### src/rtl/rc4_pkg.sv
// Shared definitions for the RC4 keystream/decrypt stage: FSM state encoding,
// the plaintext character-class limits and the plaintext validity test.
package rc4_pkg;

  typedef enum logic [3:0] {
    IDLE,
    RD_SI,
    WT_SI,
    RD_SJ,
    WT_SJ,
    WR_SI,
    WR_SJ,
    RD_F,
    WT_F,
    WR_DEC,
    NEXT,
    DONE
  } prga_state_t;

  localparam logic [7:0] ASCII_LO = 8'h61;
  localparam logic [7:0] ASCII_HI = 8'h7A;
  localparam logic [7:0] ASCII_SP = 8'h20;

  // A plaintext byte is acceptable if it is a lowercase letter or a space.
  function automatic logic is_valid_char(input logic [7:0] c);
    return ((c >= ASCII_LO) && (c <= ASCII_HI)) || (c == ASCII_SP);
  endfunction

endpackage

### src/rtl/rc4_keystream_decrypt.sv
// RC4 PRGA stage. Walks the already-scheduled S RAM, produces one keystream
// byte per message byte, XORs it with the encrypted ROM and writes the result
// to the decrypted RAM. With CHECK_ASCII set, the run stops early (key_bad=1)
// after writing the first byte that is not a lowercase letter or space.
module rc4_keystream_decrypt
  import rc4_pkg::*;
#(
  parameter int RAM_WIDTH   = 8,
  parameter int MSG_LENGTH  = 32,
  parameter int CHECK_ASCII = 1,
  localparam int AW = (MSG_LENGTH > 1) ? $clog2(MSG_LENGTH) : 1
) (
  input  logic                 clk,
  input  logic                 reset,
  input  logic                 start,
  input  logic [RAM_WIDTH-1:0] s_q,
  output logic [7:0]           s_address,
  output logic [RAM_WIDTH-1:0] s_data,
  output logic                 s_wren,
  input  logic [RAM_WIDTH-1:0] msg_q,
  output logic [AW-1:0]        msg_address,
  output logic [AW-1:0]        dec_address,
  output logic [RAM_WIDTH-1:0] dec_data,
  output logic                 dec_wren,
  output logic                 done,
  output logic                 key_bad
);

  localparam logic [AW-1:0] K_LAST = AW'(MSG_LENGTH - 1);

  prga_state_t          state_q, state_d;
  logic [7:0]           i_q, i_d;
  logic [7:0]           j_q, j_d;
  logic [7:0]           si_q, si_d;
  logic [7:0]           sj_q, sj_d;
  logic [AW-1:0]        k_q, k_d;
  logic [RAM_WIDTH-1:0] f_q, f_d;
  logic                 abort_q, abort_d;
  logic                 done_q, done_d;
  logic                 key_bad_q, key_bad_d;
  logic [RAM_WIDTH-1:0] dec_byte;

  assign dec_byte = f_q ^ msg_q;

  // Next-state and datapath updates for the ten-cycle per-byte sequence.
  always_comb begin
    state_d   = state_q;
    i_d       = i_q;
    j_d       = j_q;
    si_d      = si_q;
    sj_d      = sj_q;
    k_d       = k_q;
    f_d       = f_q;
    abort_d   = abort_q;
    done_d    = done_q;
    key_bad_d = key_bad_q;
    case (state_q)
      IDLE, DONE: begin
        if (start) begin
          i_d       = 8'd0;
          j_d       = 8'd0;
          k_d       = '0;
          abort_d   = 1'b0;
          done_d    = 1'b0;
          key_bad_d = 1'b0;
          state_d   = RD_SI;
        end else if (state_q == DONE) begin
          done_d    = 1'b1;
          key_bad_d = abort_q;
        end
      end
      RD_SI: begin
        i_d     = i_q + 8'd1;
        state_d = WT_SI;
      end
      WT_SI: begin
        si_d    = 8'(s_q);
        state_d = RD_SJ;
      end
      RD_SJ: begin
        j_d     = j_q + si_q;
        state_d = WT_SJ;
      end
      WT_SJ: begin
        sj_d    = 8'(s_q);
        state_d = WR_SI;
      end
      WR_SI:  state_d = WR_SJ;
      WR_SJ:  state_d = RD_F;
      RD_F:   state_d = WT_F;
      WT_F: begin
        f_d     = s_q;
        state_d = WR_DEC;
      end
      WR_DEC: begin
        if ((CHECK_ASCII != 0) && !is_valid_char(8'(dec_byte))) begin
          abort_d = 1'b1;
        end
        state_d = NEXT;
      end
      NEXT: begin
        if ((k_q == K_LAST) || abort_q) begin
          state_d = DONE;
        end else begin
          k_d     = k_q + 1'b1;
          state_d = RD_SI;
        end
      end
      default: state_d = IDLE;
    endcase
  end

  // State and datapath registers; reset drops straight back to IDLE.
  always_ff @(posedge clk or posedge reset) begin
    if (reset) begin
      state_q   <= IDLE;
      i_q       <= 8'd0;
      j_q       <= 8'd0;
      si_q      <= 8'd0;
      sj_q      <= 8'd0;
      k_q       <= '0;
      f_q       <= '0;
      abort_q   <= 1'b0;
      done_q    <= 1'b0;
      key_bad_q <= 1'b0;
    end else begin
      state_q   <= state_d;
      i_q       <= i_d;
      j_q       <= j_d;
      si_q      <= si_d;
      sj_q      <= sj_d;
      k_q       <= k_d;
      f_q       <= f_d;
      abort_q   <= abort_d;
      done_q    <= done_d;
      key_bad_q <= key_bad_d;
    end
  end

  // S RAM port: address/data/enable selected by the current state.
  always_comb begin
    s_address = 8'd0;
    s_data    = '0;
    s_wren    = 1'b0;
    case (state_q)
      RD_SI:  s_address = i_q + 8'd1;
      RD_SJ:  s_address = j_q + si_q;
      WR_SI: begin
        s_address = i_q;
        s_data    = RAM_WIDTH'(sj_q);
        s_wren    = 1'b1;
      end
      WR_SJ: begin
        s_address = j_q;
        s_data    = RAM_WIDTH'(si_q);
        s_wren    = 1'b1;
      end
      RD_F:   s_address = si_q + sj_q;
      default: s_address = 8'd0;
    endcase
  end

  // Decrypted RAM write port: one pulse per byte in WR_DEC.
  always_comb begin
    dec_data = '0;
    dec_wren = 1'b0;
    if (state_q == WR_DEC) begin
      dec_data = dec_byte;
      dec_wren = 1'b1;
    end
  end

  assign msg_address = k_q;
  assign dec_address = k_q;
  assign done        = done_q;
  assign key_bad     = key_bad_q;

endmodule

### config.mk
export PLATFORM = sky130hd
export DESIGN_NAME = rc4_keystream_decrypt
export DESIGN_NICKNAME = d
export VERILOG_FILES = /design/src/rtl/rc4_pkg.sv /design/src/rtl/rc4_keystream_decrypt.sv
export SDC_FILE = /design/constraint.sdc
export NUM_CORES = 1
export LEC_CHECK = 0
export CORE_ASPECT_RATIO = 1.75
export CORE_MARGIN = 2
export CORE_UTILIZATION = 35
export DETAILED_ROUTE_END_ITERATION = 7
export GPL_ROUTABILITY_DRIVEN = 0
export PLACE_DENSITY = 0.6
export SLEW_MARGIN = 20
export SYNTH_ARGS = -nofsm -noshare
export SYNTH_HDL_FRONTEND = slang
export SYNTH_SLANG_ARGS = --single-unit
### constraint.sdc
create_clock -name clk -period 4 [get_ports clk]
set_clock_uncertainty 0.2 [all_clocks]
set_input_delay 0.4 -clock clk [delete_from_list [all_inputs] [get_ports clk]]
set_output_delay 0.4 -clock clk [all_outputs]
set_load 0.02 [all_outputs]
==> flow_summary.json, run 1 <==
{
  "grt_remaining_overflow": 0,
  "synth_edf_count": 0,
  "finalCriticalPeriod_ns": 3.517,
  "synth-main-ff-cell": "dfrtp_1",
  "tns_ns": 0,
  "viasPerCell": 5.333,
  "clock_sinks": 52,
  "first_pass_iters": 4,
  "yosysTopAreaCellShare": 0.3932,
  "synthTopCellsByArea": "dfrtp_1, mux2_2, ha_1",
  "syn_area_per_cell_um2": 9.677,
  "synth_nets": 380,
  "setup_violations": 0,
  "holdWs_ns": 0.3279,
  "clk_path_buf_depth": 2,
  "synth_top_area_cell": "dfrtp_1",
  "tightest_slew_ns": 0.8162,
  "min_to": "done",
  "ys_async_sr_fraction": 1.000,
  "grt_pass1_vias": 2810,
  "timing.fmax_ghz": 0.2843,
  "io_buffers": 56,
  "wire_per_inst_um": 16.36,
  "startpoint_type": "flop",
  "grt_pass1_wl_um": 13860,
  "htree_levels": 2,
  "crit_slowest_cell": "clkdlybuf4s50_1",
  "fill_cells": 915,
  "row_count": 47,
  "drv_slew": 0,
  "p_leak_nw": 1.785,
  "final_nets": 435,
  "core_um2": 9350,
  "hold_viol_final": 0,
  "io_pins": 57,
  "die_h_um": 132.6,
  "hold_path.startpoint": "done",
  "vias": 2773,
  "required_ns": 3.40,
  "ys_seq_elements": 52,
  "utilization": 0.4427,
  "max-slew-margin-rel": 0.4529,
  "reg2regPathDepth": 6,
  "fp.dieW_um": 77.51,
  "antenna_found_initial": 0,
  "gr-usage-all-layers": 0.1684,
  "cts-resized-gates": 0,
  "postCtsSetupBuffers": 0,
  "r2r_setup_slack_ns": 1.39,
  "dp_hpwl_um": 6722,
  "cp.arrival_ns": 2.92,
  "syn_area_um2": 3309,
  "grt_max_degree": 39,
  "end_kind": "primary output",
  "area_delta_synth_final_pct": 25.07,
  "ir_worst_vdd_uv": 318.8,
  "antenna_cells": 0,
  "hold_path_depth": 2,
  "cp_max_fo": 4,
  "cts-root-buf": "clkbuf_16",
  "dr.first_iter.drc_count": 149,
  "start_util": 0.3539,
  "rsz0062_at_grt": "false",
  "cts_buffers": 5,
  "clk_latency_ns": 0.29,
  "cts_tree": "yes",
  "status": "finished clean",
  "hold_path.class": "flop to flop",
  "die_area_um2": 10280,
  "clk_pin_slew_ns": 0.07,
  "fin_crit_sh": 0.8793,
  "worstSetupPathType": "flop to primary output",
  "max-cap-violations": 0,
  "critPathMostFrequentCell": "o21a_1",
  "drt_wl_total_um": 8507,
  "yosysWarnings": 0,
  "yosysSeqAreaShare": 0.3932,
  "max_stage_delay_ns": 0.61,
  "synth.distinct_cells": 46,
  "drive_above_1_share": 0.1106,
  "synthCells": 342,
  "drt.antenna.violating_nets": 0,
  "drc": 0,
  "cp_cell_sequence": "ha_1 -> inv_1 -> fa_1 -> nor2b_1 -> o31a_1 -> o21a_1 -> o21a_1 -> nor3_1 -> a211o_1 -> clkdlybuf4s50_1",
  "placed_area_um2": 3990,
  "total_power_mw": 3.515,
  "stdcell_area_um2": 4139,
  "r2r_end": "i_q[4]",
  "rr_startpoint": "state_q[1]",
  "cts_hold_buffers": 0,
  "p_per_area_nw_per_um2": 849.2
}
[report_power, final]
part / leakage (nW) / internal, mW / switching [mW] / total (mW)
Sequential: 0.658 / 0.746 / 0.262 / 1.01
Clock: 0.0766 / 0.247 / 0.189 / 0.436
Combinational: 1.05 / 0.978 / 1.09 / 2.07
Total: 1.78 / 1.97 / 1.54 / 3.51
[cell usage in the layout, fill, tap and decap left out, types with 9 or more instances in the layout]
| cell type | synthesis | layout |
|---|---|---|
| nor3_1 | 9 | 9 |
| xnor2_1 | 16 | 16 |
| ha_1 | 17 | 17 |
| a21oi_1 | 15 | 15 |
| o21ai_0 | 26 | 26 |
| nor2_1 | 32 | 32 |
| dfrtp_1 | 52 | 52 |
| mux2_2 | 23 | 23 |
| nand2_1 | 27 | 27 |
| a22o_1 | 13 | 13 |
| clkdlybuf4s50_1 | 0 | 56 |
[logic make-up (layout without fill, tap and decap cells)]
kind of cell	after synthesis	count (layout)	share of synthesized area
xor gates and xnor gates	24	24	0.06352
buffers and inverters	23	79	0.03478
and+or+nand+nor	104	104	0.1562
AOI/OAI and AO/OA	97	97	0.1977
DFF	52	52	0.3932
muxes	23	23	0.07826
adders and majority gates	19	19	0.07637
[metal layers]
metal | track usage | wire [µm] | vias to the layer above
met5 | 0 | 0 | -
met4 | 0.06746 | 278 | 0
met3 | 0.02456 | 267 | 11
met2 | 0.3159 | 4644 | 65
met1 | 0.1861 | 3317 | 1338
li1 | - | - | 1359
[state kept, by name (all words and copies together), names as in the netlist]
| register | flops |
|---|---|
| f_q | 8 |
| i_q | 8 |
| j_q | 8 |
| si_q | 8 |
| sj_q | 8 |
| dec_address | 5 |
| state_q | 4 |
| abort_q | 1 |
| done | 1 |
| key_bad | 1 |
[cell type report]
class | count | area, µm² | area share
Clock buffer | 6 | 138.9 | 0.03355
Clock inverter | 2 | 10.01 | 0.002418
Inverter | 8 | 30.03 | 0.007255
Multi-Input combinational cell | 267 | 1893 | 0.4574
Sequential cell | 52 | 1301 | 0.3144
Tap cell | 122 | 152.6 | 0.03688
Timing Repair Buffer | 63 | 613.1 | 0.1481
[how the worst max path moves through the flow]
stage / startpoint / endpoint / slack [ns]
3_5_place_dp: j_q[0] / s_address[6] / 0.82
6_report: si_q[0] / s_address[6] / 0.48
3_3_place_gp: si_q[0] / s_address[6] / 0.84
4_1_cts: j_q[0] / s_address[6] / 0.48
5_1_grt: j_q[0] / s_address[6] / 0.31
2_1_floorplan: si_q[0] / s_address[6] / 1.50
[through the flow]
step	setup slack (ns)	cells
after floorplan	1.496	342
after global placement	0.8397	512
after detailed placement	0.8197	512
after CTS	0.4760	520
after global routing	0.3091	520
final	0.4827	520
[Yosys cell counts, drive strengths merged (2+ instances only)]
master,n
nor3,13
a211o,3
xnor2,16
inv,8
nand2,27
nor3b,2
xor2,8
a22oi,4
fa,2
a221oi,4
mux2,23
o211ai,2
and3,8
o311ai,2
o21bai,2
o31ai,2
dfrtp,52
o22ai,3
o21ai,26
nand4,3
clkbuf,3
a211oi,4
nor2b,6
nor2,32
a21oi,15
a22o,13
ha,17
buf,12
nand2b,5
a21o,8
nand3,5
o21a,3
[critical path: cells and delay by family, from the launching register on]
kind	cells	cell delay (ns)
AO/OA/AOI/OAI	4	0.78
buffers and inverters	2	0.69
adder cells (fa/ha/maj)	2	0.43
flip-flops	1	0.41
AND/OR/NAND/NOR	2	0.33
No activity file was read; power rests on OpenSTA's default activity.
==> inputs of run 2 (changes only) <==
- REMOVE_ABC_BUFFERS: default -> 1
==> run 2 against run 1 <==
Count of clock-buffer cells in the layout did not move. Clock power rose by 4%. Register-to-register slack improved by 0.02 ns. Non-clock buffer count fell by 1. Sequential share of layout area barely moved. Power barely moved. Critical path type unchanged. Critical endpoint is now s_address[3]. Largest cell class unchanged. Largest power group unchanged.
==> flow_summary.json, run 2 (synthesized netlist as in run 1, its figures left out) <==
{
  "antenna_found_initial": 0,
  "dr.first_iter.drc_count": 189,
  "crit_slowest_cell": "dfrtp_1",
  "placed_cells": 511,
  "cp_max_fo": 14,
  "final_cells": 519,
  "drv_slew": 0,
  "max_stage_delay_ns": 0.62,
  "total_power_mw": 3.515,
  "grt_pass1_wl_um": 13970,
  "drt.antenna.violating_nets": 0,
  "tns_ns": 0,
  "io_buffers": 56,
  "row_count": 47,
  "grt_pass1_vias": 2833,
  "ir_worst_vdd_uv": 281.2,
  "timing.fmax_ghz": 0.2783,
  "cts_buffers": 5,
  "vias": 2755,
  "grt_max_degree": 29,
  "wire_per_inst_um": 16.31,
  "drive_above_1_share": 0.1083,
  "cts-resized-gates": 0,
  "final_cell_mix": "clkdlybuf4s50_1, dfrtp_1, nor2_1, nand2_1, o21ai_0",
  "postCtsSetupBuffers": 0,
  "final_common_cell": "clkdlybuf4s50_1",
  "io_pins": 57,
  "viasPerCell": 5.308,
  "startpoint_type": "flop",
  "core_um2": 9350,
  "start_util": 0.3539,
  "stdcell_area_um2": 4136,
  "end_kind": "primary output",
  "cp.arrival_ns": 2.99,
  "max-slew-margin-rel": 0.4792,
  "rsz0062_at_grt": "false",
  "required_ns": 3.40,
  "die_h_um": 132.6,
  "cts-root-buf": "clkbuf_16",
  "tightest_slew_ns": 0.7769,
  "finalCriticalPeriod_ns": 3.593,
  "cp_num_buf_inv": 1,
  "max-cap-violations": 0,
  "cp_cell_sequence": "nor2b_1 -> nand2_1 -> o311ai_0 -> a211o_1 -> clkdlybuf4s50_1",
  "setup_violations": 0,
  "clk_latency_ns": 0.30,
  "fin_crit_sh": 0.8983,
  "clk_path_buf_depth": 2,
  "antenna_cells": 0,
  "final_nets": 434,
  "status": "finished clean",
  "dp_hpwl_um": 6759,
  "drt_wl_total_um": 8467,
  "die_area_um2": 10280,
  "gr-usage-all-layers": 0.1724,
  "cts_hold_buffers": 0,
  "clk_pin_slew_ns": 0.07,
  "htree_levels": 2,
  "drc": 0,
  "cts_tree": "yes",
  "fp.dieW_um": 77.51,
  "holdWs_ns": 0.2910,
  "cp_top_family": "simple AND/OR/NAND/NOR gates",
  "area_delta_synth_final_pct": 24.99,
  "clock_sinks": 52,
  "grt_remaining_overflow": 0,
  "first_pass_iters": 4,
  "p_per_area_nw_per_um2": 849.8,
  "p_leak_nw": 1.772,
  "placed_area_um2": 3983,
  "worstSetupPathType": "flop to primary output",
  "hold_path.class": "primary input to async pin",
  "hold_viol_final": 0,
  "r2r_setup_slack_ns": 1.41
}
## run 2: cell types whose count changed in the layout (fill, tap and decap cells not counted), sizes merged
cell | previous run | this run
buf | 7 | 6
clkinvlp | 0 | 2
clkinv | 2 | 0
## run 2: worst reg2reg max path, cell delays in order, from the launching register on
cell and delay, ns:
dfrtp_1 0.64, and2_1 0.38, a21oi_1 0.13, nor3b_2 0.51, nor2_1 0.27, o21ai_0 0.24
o31ai_1 0.10
## run 2: final timing paths
check                      startpoint           end  cells past startpoint
min in group clk                 done          done                      2
max                        state_q[0]  s_address[3]                      5
max reg2reg                state_q[1]        i_q[3]                      6
min                             reset        j_q[7]                      2
max in group asynchronous       reset       si_q[7]                      3
min reg2reg                      done          done                      2
## run 2: layout make-up
type	instances	area (µm²)
flip-flops and latches	52	1301
inverters	8	30.03
repair buffers	62	605.6
clock buffers	6	138.9
well taps	122	152.6
clock inverters	2	15.01
fillers	918	5214
multi-input cells	267	1893
## run 2: per-layer routing
| metal | track usage | wire [µm] |
|---|---|---|
| met1 | 0.1845 | 3292 |
| met2 | 0.3285 | 4783 |
| met3 | 0.02524 | 177 |
| met4 | 0.07242 | 214 |
| met5 | 0 | 0 |
## run 2: power by group
group,switching [mW],internal (mW)
clock,0.205,0.249
sequential,0.256,0.746
combinational,1.09,0.971
## run 2: stage by stage
step                setup slack, ns    util
finish                       0.4070  0.4424
global route                 0.2181  0.4424
CTS                          0.4129  0.4424
detailed placement           0.7595  0.4259
global placement             0.8221  0.4259
floorplan                     1.496       -
